$ cat config.mk
export PLATFORM = sky130hd
export DESIGN_NAME = pe_array_feeder
export DESIGN_NICKNAME = d
export VERILOG_FILES = /design/src/rtl/pe_array_feeder_pkg.sv /design/src/rtl/pe_array_feeder.sv
export SDC_FILE = /design/constraint.sdc
export NUM_CORES = 1
export LEC_CHECK = 0
export CAP_MARGIN = 10
export CORE_ASPECT_RATIO = 2
export CORE_MARGIN = 5
export CORE_UTILIZATION = 51
export CTS_BUF_LIST = sky130_fd_sc_hd__clkbuf_16
export CTS_CLUSTER_SIZE = 14
export DETAILED_ROUTE_END_ITERATION = 16
export HOLD_SLACK_MARGIN = 0.12
export PLACE_DENSITY_LB_ADDON = 0.25
export SETUP_SLACK_MARGIN = 0.05
export SLEW_MARGIN = 20
export SYNTH_ARGS = -nofsm -noshare
export SYNTH_HDL_FRONTEND = slang
export SYNTH_SLANG_ARGS = --single-unit
$ cat constraint.sdc
create_clock -name clk -period 3.6 [get_ports clk]
set_input_delay 0.36 -clock clk [delete_from_list [all_inputs] [get_ports clk]]
set_output_delay 0.36 -clock clk [all_outputs]
set_load 0.1 [all_outputs]
$ cat src/rtl/pe_array_feeder_pkg.sv
// Shared constants, base/state encodings and the zero-clamped score add
// used by the feeder and by the PE v_alpha logic.
package pe_array_feeder_pkg;

  localparam int V_E_F_BIT    = 16;
  localparam int ARRAY_LENGTH = 64;

  typedef enum logic [1:0] {
    BASE_A = 2'd0,
    BASE_C = 2'd1,
    BASE_G = 2'd2,
    BASE_T = 2'd3
  } base_e;

  typedef enum logic [1:0] {
    ST_IDLE  = 2'd0,
    ST_FEED  = 2'd1,
    ST_FLUSH = 2'd2,
    ST_DONE  = 2'd3
  } state_e;

  // One extra bit holds the sign of the sum; v <= max and minus_alpha <= 0
  // rule out positive overflow, so only the negative case needs clamping.
  function automatic logic [V_E_F_BIT-1:0] clamp_add(
    input logic [V_E_F_BIT-1:0] v,
    input logic [V_E_F_BIT-1:0] minus_alpha
  );
    logic [V_E_F_BIT:0] sum;
    sum = {v[V_E_F_BIT-1], v} + {minus_alpha[V_E_F_BIT-1], minus_alpha};
    return sum[V_E_F_BIT] ? '0 : sum[V_E_F_BIT-1:0];
  endfunction

endpackage

$ cat src/rtl/pe_array_feeder.sv
// Drives PE[0] of the systolic Smith-Waterman array from the target-base
// stream and (on later passes) the saved boundary column, then flushes.
module pe_array_feeder
  import pe_array_feeder_pkg::*;
#(
  parameter int LEN_BIT = 12
) (
  input  logic                 clk,
  input  logic                 rst,
  input  logic                 start,
  input  logic [LEN_BIT-1:0]   t_len,
  input  logic                 first_pass,
  input  logic [V_E_F_BIT-1:0] minus_alpha,
  input  logic                 base_valid,
  input  logic [1:0]           base_data,
  output logic                 base_ready,
  input  logic                 bnd_valid,
  input  logic [V_E_F_BIT-1:0] bnd_v,
  input  logic [V_E_F_BIT-1:0] bnd_f,
  output logic                 bnd_ready,
  output logic                 pe_enable,
  output logic                 pe_newline,
  output logic [1:0]           pe_t,
  output logic [V_E_F_BIT-1:0] pe_v,
  output logic [V_E_F_BIT-1:0] pe_v_alpha,
  output logic [V_E_F_BIT-1:0] pe_f,
  output logic                 busy,
  output logic                 done
);

  localparam int FLUSH_W = $clog2(ARRAY_LENGTH + 1);

  state_e               state_q, state_d;
  logic [LEN_BIT-1:0]   cnt_q, cnt_d;
  logic [LEN_BIT-1:0]   t_len_q, t_len_d;
  logic                 first_pass_q, first_pass_d;
  logic [V_E_F_BIT-1:0] minus_alpha_q, minus_alpha_d;
  logic                 first_q, first_d;
  logic [FLUSH_W-1:0]   flush_q, flush_d;

  logic                 pe_enable_q, pe_enable_d;
  logic                 pe_newline_q, pe_newline_d;
  logic [1:0]           pe_t_q, pe_t_d;
  logic [V_E_F_BIT-1:0] pe_v_q, pe_v_d;
  logic [V_E_F_BIT-1:0] pe_v_alpha_q, pe_v_alpha_d;
  logic [V_E_F_BIT-1:0] pe_f_q, pe_f_d;

  logic                 accept;
  logic [V_E_F_BIT-1:0] v_sel;
  logic [V_E_F_BIT-1:0] f_sel;

  // Each ready looks only at the other stream's valid, so both streams
  // advance in the same cycle without a combinational valid->ready loop.
  always_comb begin
    base_ready = 1'b0;
    bnd_ready  = 1'b0;
    if (state_q == ST_FEED) begin
      base_ready = first_pass_q | bnd_valid;
      bnd_ready  = ~first_pass_q & base_valid;
    end
  end

  assign accept = base_valid & base_ready;
  assign v_sel  = first_pass_q ? '0 : bnd_v;
  assign f_sel  = first_pass_q ? '0 : bnd_f;

  // NOTE: every _d gets a default before the case so no path leaves it
  // unassigned; otherwise synthesis infers a latch.
  always_comb begin
    state_d       = state_q;
    cnt_d         = cnt_q;
    t_len_d       = t_len_q;
    first_pass_d  = first_pass_q;
    minus_alpha_d = minus_alpha_q;
    first_d       = first_q;
    flush_d       = flush_q;
    pe_enable_d   = 1'b0;
    pe_newline_d  = 1'b0;
    pe_t_d        = pe_t_q;
    pe_v_d        = pe_v_q;
    pe_v_alpha_d  = pe_v_alpha_q;
    pe_f_d        = pe_f_q;

    unique case (state_q)
      ST_IDLE: begin
        if (start) begin
          t_len_d       = t_len;
          first_pass_d  = first_pass;
          minus_alpha_d = minus_alpha;
          cnt_d         = '0;
          first_d       = 1'b1;
          state_d       = (t_len == '0) ? ST_DONE : ST_FEED;
        end
      end

      ST_FEED: begin
        if (accept) begin
          pe_enable_d  = 1'b1;
          pe_newline_d = first_q;
          first_d      = 1'b0;
          pe_t_d       = base_data;
          pe_v_d       = v_sel;
          pe_f_d       = f_sel;
          pe_v_alpha_d = clamp_add(v_sel, minus_alpha_q);
          cnt_d        = cnt_q + LEN_BIT'(1);
          // Compare against t_len-1 so t_len = 2^LEN_BIT-1 never wraps.
          if (cnt_q == t_len_q - LEN_BIT'(1)) begin
            state_d = ST_FLUSH;
            flush_d = '0;
          end
        end
      end

      ST_FLUSH: begin
        pe_enable_d  = 1'b1;
        pe_t_d       = '0;
        pe_v_d       = '0;
        pe_v_alpha_d = '0;
        pe_f_d       = '0;
        flush_d      = flush_q + FLUSH_W'(1);
        if (flush_q == FLUSH_W'(ARRAY_LENGTH - 1)) state_d = ST_DONE;
      end

      ST_DONE: state_d = ST_IDLE;

      default: state_d = ST_IDLE;
    endcase
  end

  // NOTE: sequential state uses non-blocking assignments so every flop
  // samples its _d from the same pre-edge values.
  always_ff @(posedge clk) begin
    if (rst) begin
      state_q       <= ST_IDLE;
      cnt_q         <= '0;
      t_len_q       <= '0;
      first_pass_q  <= 1'b0;
      minus_alpha_q <= '0;
      first_q       <= 1'b0;
      flush_q       <= '0;
      pe_enable_q   <= 1'b0;
      pe_newline_q  <= 1'b0;
      pe_t_q        <= '0;
      pe_v_q        <= '0;
      pe_v_alpha_q  <= '0;
      pe_f_q        <= '0;
    end else begin
      state_q       <= state_d;
      cnt_q         <= cnt_d;
      t_len_q       <= t_len_d;
      first_pass_q  <= first_pass_d;
      minus_alpha_q <= minus_alpha_d;
      first_q       <= first_d;
      flush_q       <= flush_d;
      pe_enable_q   <= pe_enable_d;
      pe_newline_q  <= pe_newline_d;
      pe_t_q        <= pe_t_d;
      pe_v_q        <= pe_v_d;
      pe_v_alpha_q  <= pe_v_alpha_d;
      pe_f_q        <= pe_f_d;
    end
  end

  assign pe_enable  = pe_enable_q;
  assign pe_newline = pe_newline_q;
  assign pe_t       = pe_t_q;
  assign pe_v       = pe_v_q;
  assign pe_v_alpha = pe_v_alpha_q;
  assign pe_f       = pe_f_q;
  assign busy       = (state_q != ST_IDLE);
  assign done       = (state_q == ST_DONE);

endmodule

# After elaboration in Yosys (flattened, before gate mapping)
# Cells that the tools add are included.
word_totals:
  inputBits: 68
  out_inout_bits: 56
  regBits: 103
classes:
  add_sub_neg: 4
  n_reduce_logical: 11
  mux: 30
  eq_ne: 9
  bitwise_logic: 6
op_table:
  columns: ["operator", "count"]
  rows:
  - ["16-bit 2-to-1 mux", 6]
  - ["16-bit case mux with 2 select lines", 3]
  - ["12-bit 2-to-1 mux", 2]
  - ["12-bit case mux with 2 select lines", 1]
  - ["16-bit by 16-bit adder with 17-bit output", 1]
  - ["7-bit 2-to-1 mux", 2]
  - ["7-bit case mux with 2 select lines", 1]
  - ["12-bit by 1-bit adder with 12-bit output (second input constant)", 1]
  - ["12-bit == test", 1]
  - ["12-bit zero test", 1]
  - ["2-bit 2-to-1 mux", 6]
  - ["12-bit by 1-bit subtractor with 12-bit output (second input constant)", 1]
  - ["2-bit case mux with 4 select lines", 1]
  - ["7-bit by 1-bit adder with 7-bit output (second input constant)", 1]
  - ["7-bit by 6-bit == test with 1-bit output (second input constant)", 1]
  - ["2-bit != test (second input constant)", 3]
  - ["3-bit AND reduction", 2]
  - ["2-bit nonzero test", 3]
  - ["1-bit 2-to-1 mux", 5]
  - ["2-bit == test (second input constant)", 2]
  - ["1-bit case mux with 2 select lines", 2]
  - ["2-bit case mux with 2 select lines", 1]
  - ["2-bit AND reduction", 2]
  - ["4-bit AND reduction", 1]
  - ["7 further kinds", 10]

# Logic depth before layout (Yosys ltp)
depth:
  word_depth: 5
  depth_mapped: 13
  ltp_nobuf: 10

# Worst setup path before layout
# OpenSTA, ideal clock, no wires.
synth_timing:
  path_type: "reg-to-reg"
  start: "reg first_pass_q"
  end: "reg pe_v_alpha_q[9], in the netlist pe_v_alpha[9]"
  setup_ns: 0.128
  arrival_ns: 3.051
  stages_incl_launch_ff: 14
  required_time_ns: 3.472
  path_buffers: 3
  path_slack_ns: 0.421
  path_cell_list: "dfxtp_1 clkbuf_1 clkbuf_1 nor2b_1 ha_1 fa_1 a21oi_1 o2111ai_1 or3_1 nand3_1 a41oi_1 clkbuf_1 a32oi_1 nor2_1"
synth_via:
  elab_chain_len: 5
  elab_cells_between_ends: 10
  classes_between: "add/sub (1); eq/ne (1); mux (5); bitwise (2); reduce/logical (1)"
synth_rtl:
  columns: ["item", "line_no", "rtl"]
  rows:
  - ["start, declared", "pe_array_feeder.sv:36", "logic first_pass_q, first_pass_d;"]
  - ["start signal, assigned", "pe_array_feeder.sv:151", "first_pass_q <= first_pass_d;"]
  - ["16-bit 2-to-1 mux or 1-bit bitwise OR (tied branches)", "pe_array_feeder.sv:64, pe_array_feeder.sv:58", null]
  - ["16-bit by 16-bit adder with 17-bit output or 1-bit 2-to-1 mux (tied branches)", "pe_array_feeder_pkg.sv:29, pe_array_feeder.sv:57", null]
  - ["16-bit 2-to-1 mux or 1-bit AND (tied branches)", "pe_array_feeder_pkg.sv:30, pe_array_feeder.sv:63", null]
  - ["16-bit 2-to-1 mux or 2-bit != test (tied branches)", null, null]
  - ["16-bit case mux with 2 select lines or 2-bit AND reduction (tied branches)", null, null]
  - ["end signal, assigned", "pe_array_feeder.sv:159", "pe_v_alpha_q <= pe_v_alpha_d;"]
  - ["end, declared", "pe_array_feeder.sv:45", "logic [V_E_F_BIT-1:0] pe_v_alpha_q, pe_v_alpha_d;"]
# Several ways; a longest one is shown, not always the timed one. The select of a mux whose other input is x is not followed.
# A chain may end at the register's enable or synchronous reset.

# Worst setup path in the final report
# Ends and elaborated chain as after synthesis.

==> results by group <==
Die
  – Height of the die: 155 um
  – Core region area: approximately 10000 sq um
  – Die X: about 83 um
  – # IOs: 124
  – Die area: around 13000 sq um
  – Row count: 53
  – Initial core utilization: 0.516

Placement
  – Dpl ws: 0.313 ns
  – HPWL after detailed placement: about 12 mm
  – Placed cell area: 6720 sq um
  – GPL Wtd Cong: 0.920
  – IO Port Bufs: roughly 120

Layout
  – Layout cells sized above 1: 0.0648
  – NumNets Final: 860
  – # fillers: 910
  – Syn-to-layout area delta: 30.4%
  – Ant diodes: 0
  – Final Cell Area: 7000 sq um

GRT
  – GR Layer Usage met2: 0.486
  – GRT met3 Usage: 0.0406
  – Global route hottest layer: met2
  – Vias in the first global route: 5476
  – GR Util All Layers: 0.260
  – First-pass GRT wire length: 25.7 mm
  – Gr ovfl total: 0
  – Largest net degree at the start of global routing: 45
  – Initial antenna violation count: 0
  – Met1 Use GR: 0.259

STA
  – Worst Max-Slew Pin Slew: 1.04 ns
  – Final period util: 0.818
  – Clk_skew: between 0.009 and 0.01 ns
  – Worst rel slew slack: 0.306
  – TNS Setup: 0 ns
  – Final hold slack: 0.453 ns
  – Fin. max-slew vios: 0
  – Fin. Hold Viols: 0
  – Minimum clock period: about 3 ns
  – Final worst slack: between 0.6 and 0.7 ns
  – Final setup violation count: 0
  – RSZ-0062 raised after global routing: no
  – Fmax: 340 MHz

Routing
  – Pre-antenna DRT Iters: 5
  – DRC viols: 0
  – Via count: 5359
  – Wire per inst: 18.1 um
  – Drt initial violations: approximately 340
  – Routed vias/inst: 5.90
  – Post-DRT Antenna Nets: 0
  – Routed wire length: between 15 and 20 mm

Clocking
  – CTS clock-pin slew for the worst setup and hold paths: approximately 0.07 ns
  – Clock Path Buffers: 2
  – CTS resizes: 0
  – CTS Sinks: 103
  – Number of setup buffers added after CTS: 0
  – Root Driver: clkbuf_16
  – TritonCTS clock tree: built
  – Num CTS Buffers: 9
  – H-tree depth: 3
  – Clock insertion delay at the later pin of the skew report: about 0.35 ns
  – Post-cts hold buffer count: 0

Critical path
  – Setup crit end kind: register
  – Critical Path Max Stage Delay: 0.48 ns
  – Crit path cell chain: nor2b_1 > ha_1 > fa_1 > a21oi_1 > o2111ai_1 > or3_1 > nand3_1 > a41oi_1 > buf_4 > a32oi_1 > nor2_1
  – Startpoint Class: register
  – FF-to-FF path depth: 11
  – Worst path top cell family by delay: compound AO/OA/AOI/OAI gates
  – CP required: 3.80 ns
  – Crit-path slowest cell: dfxtp_1
  – Reg2reg start: first_pass_q
  – WS Path Type: register to register
  – Reg2reg end: pe_v_alpha[9]
  – Reg2reg setup slack: 0.66 ns
  – Critical path buffer and inverter count: 1
  – CP arrival: 3.15 ns
  – Largest fanout on the critical path: 14

Logic synthesis
  – Post-synthesis async set-or-reset flop share: 0
  – Synth warnings: 0
  – Syn Inst Count: 657
  – Post-synth EDFFs: 0
  – Yosys cell types: between 60 and 70
  – Mapped Avg Cell Area: 8.17 sq um
  – Mapped Nets: 750
  – Synthesized flop and latch total: 103
  – Main flop type after synthesis: dfxtp_1
  – Synthesized area: 5370 sq um
  – Post-synthesis sequential area ratio: 0.384

Outcome
  – Status: finished, final reports clean

Power
  – Pwr/cell area: approximately 630 nW/um^2
  – Peak supply drop: 0.365 mV
  – Leak: 2.65 nW

Job
  – Max cap viols: 0

Worst hold path
  – Hold worst-path end: pe_v_alpha[14]
  – Hold WC Path Type: register to register
  – Worst hold path depth: 2
  – Hold path start: pe_v_alpha[14]
state kept, by name, summed over array words and instances, names as in the netlist:
signal / count
minus_alpha_q: 16
pe_f: 16
pe_v: 16
pe_v_alpha: 16
cnt_q: 12
t_len_q: 12
flush_q: 7
pe_t: 2
state_q: 2
first_pass_q: 1
first_q: 1
pe_enable: 1
pe_newline: 1
synthesized netlist by cell type (3+ instances only):
| cell | number | area [sq um] |
|---|---|---|
| dfxtp_1 | 103 | 2060 |
| nand2_1 | 100 | 375 |
| a21oi_1 | 69 | 345 |
| nor2_1 | 64 | 240 |
| nand3_1 | 35 | 175 |
| clkbuf_1 | 33 | 124 |
| ha_1 | 24 | 300 |
| nor2b_1 | 21 | 131 |
| a22oi_1 | 20 | 150 |
| xor2_1 | 19 | 166 |
| xnor2_1 | 15 | 131 |
| inv_1 | 14 | 52.6 |
| o21ai_0 | 14 | 70.1 |
| a32oi_1 | 12 | 105 |
| and3_1 | 7 | 43.8 |
| nor3_1 | 7 | 35.0 |
| nand4_1 | 6 | 37.5 |
| o211ai_1 | 5 | 37.5 |
| a211oi_1 | 4 | 30.0 |
| a31oi_1 | 4 | 25.0 |
| and2_1 | 4 | 25.0 |
| mux2i_1 | 4 | 40.0 |
| nor4_1 | 4 | 25.0 |
| o21a_1 | 4 | 30.0 |
| nand2b_1 | 3 | 18.8 |
| nand3b_1 | 3 | 22.5 |
| o21ai_1 | 3 | 15.0 |
| or2_2 | 3 | 18.8 |
| or3_1 | 3 | 18.8 |
through the flow:
| stage | util | total power [mW] | cells |
|---|---|---|---|
| 2_1_floorplan | - | 2.94 | 657 |
| 3_3_place_gp | 0.646 | 3.43 | 893 |
| 3_5_place_dp | 0.646 | 3.49 | 893 |
| 4_1_cts | 0.673 | 4.43 | 909 |
| 5_1_grt | 0.673 | 4.64 | 909 |
| 6_report | 0.673 | 4.43 | 909 |
worst max-delay path by stage:
stage | start | endpoint | depth (start not counted) | slack, ns
floorplan | first_pass_q | pe_v_alpha[9] | 13 | 0.42
global placement | bnd_v[0] | pe_v_alpha[0] | 12 | 0.44
detailed placement | bnd_v[0] | pe_v_alpha[9] | 12 | 0.31
CTS | first_pass_q | pe_v_alpha[9] | 11 | 0.69
global route | first_pass_q | pe_v_alpha[6] | 11 | 0.49
finish | first_pass_q | pe_v_alpha[9] | 11 | 0.66
placed cells by master (no fill, tap or decap), drive strengths merged, types with 4 or more instances in the layout:
| cell | count |
|---|---|
| a211oi | 6 |
| a21oi | 70 |
| a22oi | 20 |
| a31oi | 4 |
| a32oi | 12 |
| and2 | 4 |
| and3 | 7 |
| buf | 14 |
| clkbuf | 9 |
| clkdlybuf4s50 | 120 |
| clkinv | 4 |
| dfxtp | 103 |
| ha | 24 |
| inv | 16 |
| mux2i | 4 |
| nand2 | 101 |
| nand3 | 37 |
| nand4 | 7 |
| nor2 | 64 |
| nor2b | 21 |
| nor3 | 9 |
| nor4 | 6 |
| o211ai | 5 |
| o21a | 4 |
| o21ai | 18 |
| or2 | 4 |
| xnor2 | 15 |
| xor2 | 19 |
tightest hold or removal path, cell delays in order, from the launching register on:
cell     delay, ns
dfxtp_1       0.31
nand2_1       0.05
a21oi_1       0.05
logic make-up (layout without fill, tap and decap cells):
kind of cell / after synthesis / count (layout) / synth area share
and+or+nand+nor: 279 / 279 / 0.259
AOI/OAI and AO/OA: 162 / 162 / 0.197
DFF: 103 / 103 / 0.384
buffers and inverters: 49 / 164 / 0.0345
xor gates and xnor gates: 34 / 34 / 0.0555
adders and majority gates: 25 / 25 / 0.0597
muxes: 5 / 5 / 0.0103
power breakdown:
part	total [mW]	internal [mW]	switching, mW
clock	0.936	0.477	0.459
combinational	2.08	0.652	1.43
sequential	1.41	1.28	0.123
cell type report:
class,instances,area (sq um),share of cell area
well taps,137,171,0.0245
clock inverters,7,55.1,0.00786
repair buffers,134,1300,0.186
clock buffers,9,225,0.0322
flip-flops and latches,103,2060,0.294
multi-input cells,505,3130,0.447
inverters,14,52.6,0.00751
metal layers:
metal / wire length, um / share of wire / up-vias
li1: - / - / 2557
met1: 5550 / 0.34 / 2511
met2: 9250 / 0.56 / 226
met3: 850 / 0.052 / 65
met4: 811 / 0.049 / 0
met5: 0 / 0 / -
Note: power is estimated with default switching activity, not from simulation.
